==> src/rtl/rv_div.sv <==
// Iterative RV32M divider (DIV/DIVU/REM/REMU) using restoring division,
// one quotient bit per cycle, with optional single-cycle special-case completion.
module rv_div #(
    parameter bit FAST_SPECIAL = 1'b1
) (
    input  logic        i_clk,
    input  logic        i_reset_n,
    input  logic        i_flush,
    input  logic        i_start,
    input  logic [2:0]  i_funct3,
    input  logic [31:0] i_op1,
    input  logic [31:0] i_op2,
    input  logic [4:0]  i_rd,
    output logic        o_busy,
    output logic        o_valid,
    output logic [31:0] o_result,
    output logic [4:0]  o_rd,
    output logic [1:0]  o_dbg_state
);

    typedef enum logic [1:0] {
        IDLE = 2'd0,
        CALC = 2'd1,
        DONE = 2'd2
    } state_t;

    state_t      state_q;
    logic [4:0]  cnt_q;
    logic [32:0] rem_q;
    logic [31:0] quo_q;
    logic [31:0] div_q;
    logic        rem_op_q;
    logic        q_neg_q;
    logic        r_neg_q;
    logic [4:0]  rd_q;
    logic [31:0] result_q;
    logic [4:0]  rd_out_q;

    // Handshake: i_start is accepted only in IDLE; while o_busy is high the
    // upstream stage holds its operands and any i_start is ignored.
    // o_valid pulses for exactly one cycle (DONE); there is no back-pressure.
    logic        is_signed;
    logic        is_rem;
    logic [31:0] abs1;
    logic [31:0] abs2;
    logic        div_zero;
    logic        overflow;
    logic        special;
    logic [31:0] special_res;
    logic        unused_funct3;

    always_comb begin
        is_signed   = ~i_funct3[0];
        is_rem      = i_funct3[1];
        abs1        = (is_signed && i_op1[31]) ? (32'd0 - i_op1) : i_op1;
        abs2        = (is_signed && i_op2[31]) ? (32'd0 - i_op2) : i_op2;
        div_zero    = (i_op2 == 32'd0);
        overflow    = is_signed && (i_op1 == 32'h8000_0000) && (i_op2 == 32'hFFFF_FFFF);
        special     = div_zero || overflow;
        special_res = 32'd0;
        if (div_zero) begin
            special_res = is_rem ? i_op1 : 32'hFFFF_FFFF;
        end else if (overflow) begin
            special_res = is_rem ? 32'd0 : 32'h8000_0000;
        end
    end

    assign unused_funct3 = i_funct3[2];

    // One restoring step: shift the next dividend bit into the partial
    // remainder and keep the difference only when it does not go negative.
    logic [32:0] shifted;
    logic [32:0] diff;
    logic [32:0] rem_nx;
    logic [31:0] quo_nx;
    logic [31:0] final_res;

    always_comb begin
        shifted = {rem_q[31:0], quo_q[31]};
        diff    = shifted - {1'b0, div_q};
        if (!diff[32]) begin
            rem_nx = diff;
            quo_nx = {quo_q[30:0], 1'b1};
        end else begin
            rem_nx = shifted;
            quo_nx = {quo_q[30:0], 1'b0};
        end
        if (rem_op_q) begin
            final_res = r_neg_q ? (32'd0 - rem_nx[31:0]) : rem_nx[31:0];
        end else begin
            final_res = q_neg_q ? (32'd0 - quo_nx) : quo_nx;
        end
    end

    always_ff @(posedge i_clk or negedge i_reset_n) begin
        if (!i_reset_n) begin
            state_q  <= IDLE;
            cnt_q    <= 5'd0;
            rem_q    <= 33'd0;
            quo_q    <= 32'd0;
            div_q    <= 32'd0;
            rem_op_q <= 1'b0;
            q_neg_q  <= 1'b0;
            r_neg_q  <= 1'b0;
            rd_q     <= 5'd0;
            result_q <= 32'd0;
            rd_out_q <= 5'd0;
        end else if (i_flush) begin
            state_q <= IDLE;
        end else begin
            case (state_q)
                IDLE: begin
                    if (i_start) begin
                        rem_op_q <= is_rem;
                        q_neg_q  <= is_signed && (i_op1[31] ^ i_op2[31]) && !div_zero;
                        r_neg_q  <= is_signed && i_op1[31];
                        rd_q     <= i_rd;
                        rem_q    <= 33'd0;
                        quo_q    <= abs1;
                        div_q    <= abs2;
                        cnt_q    <= 5'd31;
                        if (FAST_SPECIAL && special) begin
                            result_q <= special_res;
                            rd_out_q <= i_rd;
                            state_q  <= DONE;
                        end else begin
                            state_q <= CALC;
                        end
                    end
                end
                CALC: begin
                    rem_q <= rem_nx;
                    quo_q <= quo_nx;
                    cnt_q <= cnt_q - 5'd1;
                    if (cnt_q == 5'd0) begin
                        result_q <= final_res;
                        rd_out_q <= rd_q;
                        state_q  <= DONE;
                    end
                end
                DONE: begin
                    state_q <= IDLE;
                end
                default: begin
                    state_q <= IDLE;
                end
            endcase
        end
    end

    assign o_busy      = (state_q != IDLE);
    assign o_valid     = (state_q == DONE);
    assign o_result    = result_q;
    assign o_rd        = rd_out_q;
    assign o_dbg_state = state_q;

endmodule

==> config.mk <==
export PLATFORM = sky130hd
export DESIGN_NAME = rv_div
export DESIGN_NICKNAME = d
export VERILOG_FILES = /design/src/rtl/rv_div.sv
export SDC_FILE = /design/constraint.sdc
export NUM_CORES = 1
export LEC_CHECK = 0
export CAP_MARGIN = 20
export CORE_UTILIZATION = 55
export DETAILED_ROUTE_END_ITERATION = 12
export PLACE_DENSITY = 0.77
export REMOVE_ABC_BUFFERS = 1
export SETUP_SLACK_MARGIN = 0.5
export SYNTH_ARGS = -nofsm -noshare
export SYNTH_HDL_FRONTEND = slang
export SYNTH_SLANG_ARGS = --single-unit
==> constraint.sdc <==
create_clock -name i_clk -period 6.4 [get_ports i_clk]
set_input_delay 0.96 -clock i_clk [delete_from_list [all_inputs] [get_ports i_clk]]
set_output_delay 0.96 -clock i_clk [all_outputs]
set_load 0.02 [all_outputs]
==> impl_results.md <==
- Sequential share of the synthesized area: 30.4%
- Global route total overflow: 0
- Count of buffers from port buffering: around 120
- Switching share of power: 44.8%
- Highest Clock Rate: 184 MHz
- Power per cell area: 348 mW/mm^2
- Fraction of the mapped netlist area in compound gates: between 20% and 30%
- Required time worst endpoint: 6.75 ns
- Mapped Area: approximately 0.012 mm^2
- Boundary pin count: 117
- Leading cell type in the layout, fill and taps excluded: nand2_1
- Worst setup endpoint: o_result[24]
- Number of remaining DRC errors: 0
- Origin of the critical flop-to-flop path: quo_q[31]
- Largest fanout on the critical path: 32
- Multiplexer share of the synthesized area: under 10%
- Data arrival time of the worst path: 5.77 ns
- Antenna viol nets, final: 0
- First-pass GRT wire length: between 50000 and 60000 um
- Standby leakage power: 5.70 nW
- Global router's overall resource usage: between 30 and 40%
- Placer's final routability congestion estimate: 0.944
- Clock insertion delay at the later pin of the skew report: 0.44 ns
- Setup repair after global routing missed its margin: false
- Depth of the CTS H-tree: 4
- Vias in the first global route: 11.4k
- Non-Filler Instances: 1931
- Clock transition time at the flip-flop clock pins of the worst setup and hold paths: 0.07 ns
- DIE AREA: 0.0228 mm^2
- Post-synthesis share of cell area spent on xor and xnor gates: between 8 and 9%
- Type of element capturing the critical path: flip-flop
- Most frequently used flop master after synthesis: dfrtp_1
- Worst min-delay path class: flip-flop to flip-flop
- Drt initial violations: between 1k and 1.5k
- Count of warnings emitted by yosys: 0
- Distinct cell type count of the synthesized netlist: 98
- MaxCap Viol Count: 0
- Synthesized-area fraction occupied by adder cells: under 10%
- Filler cell count in the final layout: 1945
- Core ar.: 0.0218 mm^2
- Internal power consumption: 2.69 mW
- Clock tree from TritonCTS: yes
- Simple-gate area share of the yosys netlist: a little under a quarter
- Final WS setup: 0.978 ns
- Number of CTS-inserted buffers: 17
- Setup slack on the worst flop-to-flop path: 0.98 ns
- Number of diodes: 0
- Number of antenna violations at the first check in global routing: 0
- Synth Instances: 1571
- Largest voltage drop on the vdd net: ~0.21 mV
- Main combinational cell family by area after synthesis: compound AO/OA/AOI/OAI gates
- Number of cell rows: 54
- Net count of the finished layout: 1754
- Post-Route WL: 37000 um
- Sum of net half-perimeters after detailed placement: 27200 um
- Die extent in x: 151 um
- Worst Reg2Reg Path Length in Cells: 21
- End of the worst register-to-register path: o_result[24]
- Total negative setup slack: 0 ns
- First-pass iteration count of the detailed router: 6
- Worst setup path category: flip-flop to flip-flop
- Worst hold slack: 0.480 ns
- Average cell area after synthesis: 7.76 um^2
- Total via count in the routed design: about 12k
- Leading cell types in the layout, fill and taps excluded: 215 x nand2_1, 196 x o21ai_0, 148 x dfrtp_1
- Clock sink count: 148
- Number of hold violations in the final report: 0
- Number of max-slew violations in the final report: 0
- Type of element launching the critical path: flip-flop
- Final setup viols: 0
- Worst-case clock skew: 0.0134 ns
- Share of final-layout standard cells stronger than drive strength 1: 6.30%
- Die outline height: 151 um
- Relative contribution of the clock network to total power: 20.2%
- Final critical-path share of the clock period: between 80% and 90%
- Result of the run: finished, final reports clean
- Switching power: 2.19 mW
- Area growth from synthesis to layout: 15.0%
- Number of enable-type register cells in the synthesized netlist: 0
- Clock root cell: clkbuf_16
- Buffers inserted by post-CTS timing repair: 0
- Fraction of registers with async set/reset: between 90% and 100%
- Overall power of the completed layout: 4.88 mW
- Post-detailed-route wirelength per cell: 19.2 um
- Average vias per placed instance: 6.26
- Worst setup slack after placement: 0.988 ns
- Maximum number of pins on one net before global-route repair: 77
- Initial standard-cell utilization of the core: 56.0%
- Normalized max-slew margin: a little under a quarter
- Combinational Power Share: 50.3%
- Placed cells: roughly 1.9k
- Crit path from: quo_q[31]
- Clock buffer depth: 2
- Flip-flop and latch count after synthesis: 148
- Relative contribution of sequential cells to total power: 29.5%
- Transition at the pin with the smallest max-transition slack: 1.15 ns
- Final min period: around 5.4 ns
registers in the layout, indices dropped and copies added (netlist names):
name	cells
cnt_q	5
div_q	32
o_dbg_state	2
o_rd	5
o_result	32
q_neg_q	1
quo_q	32
r_neg_q	1
rd_q	5
rem_op_q	1
rem_q	32
cells by family after synthesis:
group	count (synthesis)
and+or+nand+nor	574
buffers and inverters	139
adders and majority gates	40
xor gates and xnor gates	121
muxes	38
AOI/OAI and AO/OA	511
DFF	148
stage by stage:
step / cell area [um^2] / utilization, %
floorplan: 11800 / -
global placement: 13400 / 61.7
detailed placement: 13400 / 61.7
CTS: 14000 / 64.3
global route: 14000 / 64.4
finish: 14000 / 64.4
critical path: stages, from the launching register on:
cell and delay (ns):
dfrtp_1 0.43, inv_1 0.11, ha_1 0.17, inv_1 0.05, fa_1 0.40, a211o_1 0.36
a211oi_2 0.27, nor3_1 0.17, o2111a_2 0.33, o311ai_4 0.35, nor2_4 0.09, inv_6 0.23
ha_1 0.24, nand2b_1 0.16, or4_1 0.64, or4_1 0.51, nand2_1 0.11, xnor2_1 0.14
nor2_1 0.07, a21oi_1 0.15, o2111ai_1 0.15, o21ai_0 0.17
cell usage after synthesis (14+ instances only):
cell type | instances | area [um^2]
clkbuf_1 | 61 | 229
nor4_1 | 17 | 106
a211oi_1 | 15 | 113
o211ai_1 | 15 | 113
xnor2_1 | 80 | 701
mux2i_1 | 33 | 330
nor3_1 | 42 | 210
nand3_1 | 24 | 120
ha_1 | 39 | 488
a31oi_1 | 25 | 156
o31ai_1 | 22 | 165
nand2_1 | 215 | 807
or3_1 | 21 | 131
xor2_1 | 41 | 359
inv_1 | 52 | 195
or4_1 | 14 | 105
o21ai_0 | 196 | 981
nor2_1 | 143 | 537
dfrtp_1 | 148 | 3700
a21oi_1 | 126 | 631
final cells by class:
class	instances	area, um^2	share of cell area (%)
clock buffer	17	425	3.03
clock inverter	15	134	0.955
inverter	53	204	1.45
multi-input combinational	1284	7890	56.3
sequential	148	3700	26.4
tap	280	350	2.50
timing repair buffer	134	1320	9.38
worst min-delay path by stage:
stage / start / to / slack [ns] / cells past startpoint
3_5_place_dp: rd_q[4] / rd_q[4] / 0.46 / 2
5_1_grt: rd_q[4] / rd_q[4] / 0.50 / 2
2_1_floorplan: rd_q[0] / rd_q[0] / 0.45 / 2
6_report: div_q[28] / div_q[28] / 0.48 / 2
3_3_place_gp: rd_q[3] / rd_q[3] / 0.46 / 2
4_1_cts: rd_q[4] / rd_q[4] / 0.48 / 2
routing by layer:
metal / track usage, % / share of wire [%] / vias to the layer above
met5: 0 / 0 / -
met1: 44.6 / 43 / 5796
met3: 5.30 / 7.0 / 65
met4: 11.8 / 2.4 / 0
met2: 54.9 / 48 / 437
li1: - / - / 5786
power groups by stage:
stage               Sequential [mW]  Clock [mW]  Combinational [mW]
floorplan                      1.51           0                1.53
global placement               1.44           0                2.37
detailed placement             1.45           0                2.40
CTS                            1.43       0.997                2.43
global route                   1.47        1.03                2.69
finish                         1.44       0.986                2.45
timing repair:
item                       in CTS  in global routing
gates resized for setup         0                  1
setup endpoints to repair       0                  1
hold buffers                    0                  0
Note: power is estimated with default switching activity, not from simulation.
==> patch: new RTL, config.mk and constraints unchanged <==
Set the parameter `FAST_SPECIAL` to 1'b0 (it was 1'b1).
--- a/src/rtl/rv_div.sv
+++ b/src/rtl/rv_div.sv
@@ -3,3 +3,3 @@
 module rv_div #(
-    parameter bit FAST_SPECIAL = 1'b1
+    parameter bit FAST_SPECIAL = 1'b0
 ) (
Formal check against the unedited RTL: not equivalent (Yosys sat finds a counterexample within 4 cycles, from zero or initial values and one cycle with i_reset_n low).
==> patch against the original RTL <==
Worst setup slack improved by 350 ps; area after synthesis decreased by 4.5%; final area decreased by 3.7%; power increased by 18%; worst hold slack got worse by 5.6 ps; global-route usage decreased by 3.3 points; sequential cell count unchanged; routed wire length decreased by 13%; first-iteration DRC count decreased by 21%; critical path type unchanged; largest cell class unchanged; highest routed layer unchanged.
==> patch: results <==
metrics = {
    "global_routing": {
        "grt_max_degree": 99,
        "grtUsageTotal": 0.302,
        "grt_pass1_wl_mm": 52.7,
        "grt_pass1_vias": 10800,
    },
    "pwr": {
        "vdd_drop_max_mv": 0.228,
        "p_leak_nw": 5.62,
    },
    "yosys": {
        "synthCells": 1519,
        "synthAdderAreaFrac": 0.0425,
        "synth.top_cells.by_area": "dfrtp_1 32%, o21ai_0 7.7%, nand2_1 7.6%",
        "synth_xor_area_frac": 0.0978,
        "netlist_top_cells_count": "237 x nand2_1, 180 x o21ai_0, 148 x dfrtp_1",
        "yosys-mux-area-fraction": 0.0245,
        "ys_seq_area_frac": 0.318,
        "synth.distinct_cells": 85,
        "synth_compound_area_frac": 0.246,
    },
    "sta": {
        "tightest_slew_ps": 1150,
        "fin_skew_ps": 10.0,
    },
    "placed_design": {
        "gp_congestion": 0.898,
        "place_inst": 1832,
        "postPlaceCellArea_um2": 12900,
        "dp.final_hpwl_mm": 24.1,
        "dpl_worst_slack_ps": 1420,
    },
    "layout": {
        "fin_nets": 1697,
        "drive_above_1_share": 0.0495,
        "nFillCells": 1859,
    },
    "worst_setup_path": {
        "cpPeakStageDelay_ps": 450,
        "cp_max_fo": 9,
        "worstPathArrival_ps": 5390,
        "slowest_stage": "dfrtp_1",
    },
    "outcome": {
        "outcome": "complete, no violations",
    },
    "drt": {
        "post_drt_via_cell_ratio": 6.09,
        "avgRoutedWirePerCell_um": 17.2,
        "drt_iter0_drc": 855,
        "drt_first_pass_iters": 5,
        "wl_mm": 32.1,
    },
    "cts": {
        "numCtsBuffers": 17,
    },
}
[patch: changes by cell type after synthesis, moves of 6 or more]
| cell | delta |
|---|---|
| o211ai_1 | -6 |
| clkbuf_1 | +6 |
| nor3_1 | -15 |
| nor4_1 | +13 |
| nor2_1 | -16 |
| nand3_1 | -7 |
| nand2_1 | +22 |
| xnor2_1 | -17 |
| mux2i_1 | -9 |
| xor2_1 | +26 |
| a31oi_1 | -12 |
| o21ai_0 | -16 |
| or4_1 | -6 |
[patch: power by group]
group	leakage [nW]	switching, W	total, W	internal, W
Sequential	1.93	0.000221	0.00132	0.00109
Combinational	3.40	0.00208	0.00339	0.00131
Clock	0.281	0.000460	0.00103	0.000570
Total	5.62	0.00276	0.00574	0.00297
[patch: path summary, 6_finish.rpt]
path	start	depth (start not counted)	slack (ps)	to
worst max-delay path	rem_q[16]	20	1330	o_result[30]
worst min-delay path	rd_q[3]	2	470	o_rd[3]
worst max register to register	rem_q[16]	20	1330	o_result[30]
worst min register to register	rd_q[3]	2	470	o_rd[3]
max in group asynchronous	i_reset_n	2	4560	div_q[21]
min in group asynchronous	i_reset_n	1	580	quo_q[4]
[patch: final cells by class]
type                            instances  area [µm²]  share of cell area
Inverter                               57         214              0.0158
Timing Repair Buffer                  127        1250              0.0923
Clock buffer                           19         453              0.0335
Multi-Input combinational cell       1231        7410               0.549
Tap cell                              270         338              0.0250
Sequential cell                       148        3700               0.274
Clock inverter                         13         140              0.0104
[patch: per-layer routing]
metal	track usage	up-vias	wire (µm)
met5	0	-	0
met2	0.499	363	15100
met4	0.129	0	1130
met1	0.391	5399	14200
met3	0.0512	82	1690
li1	-	5513	-
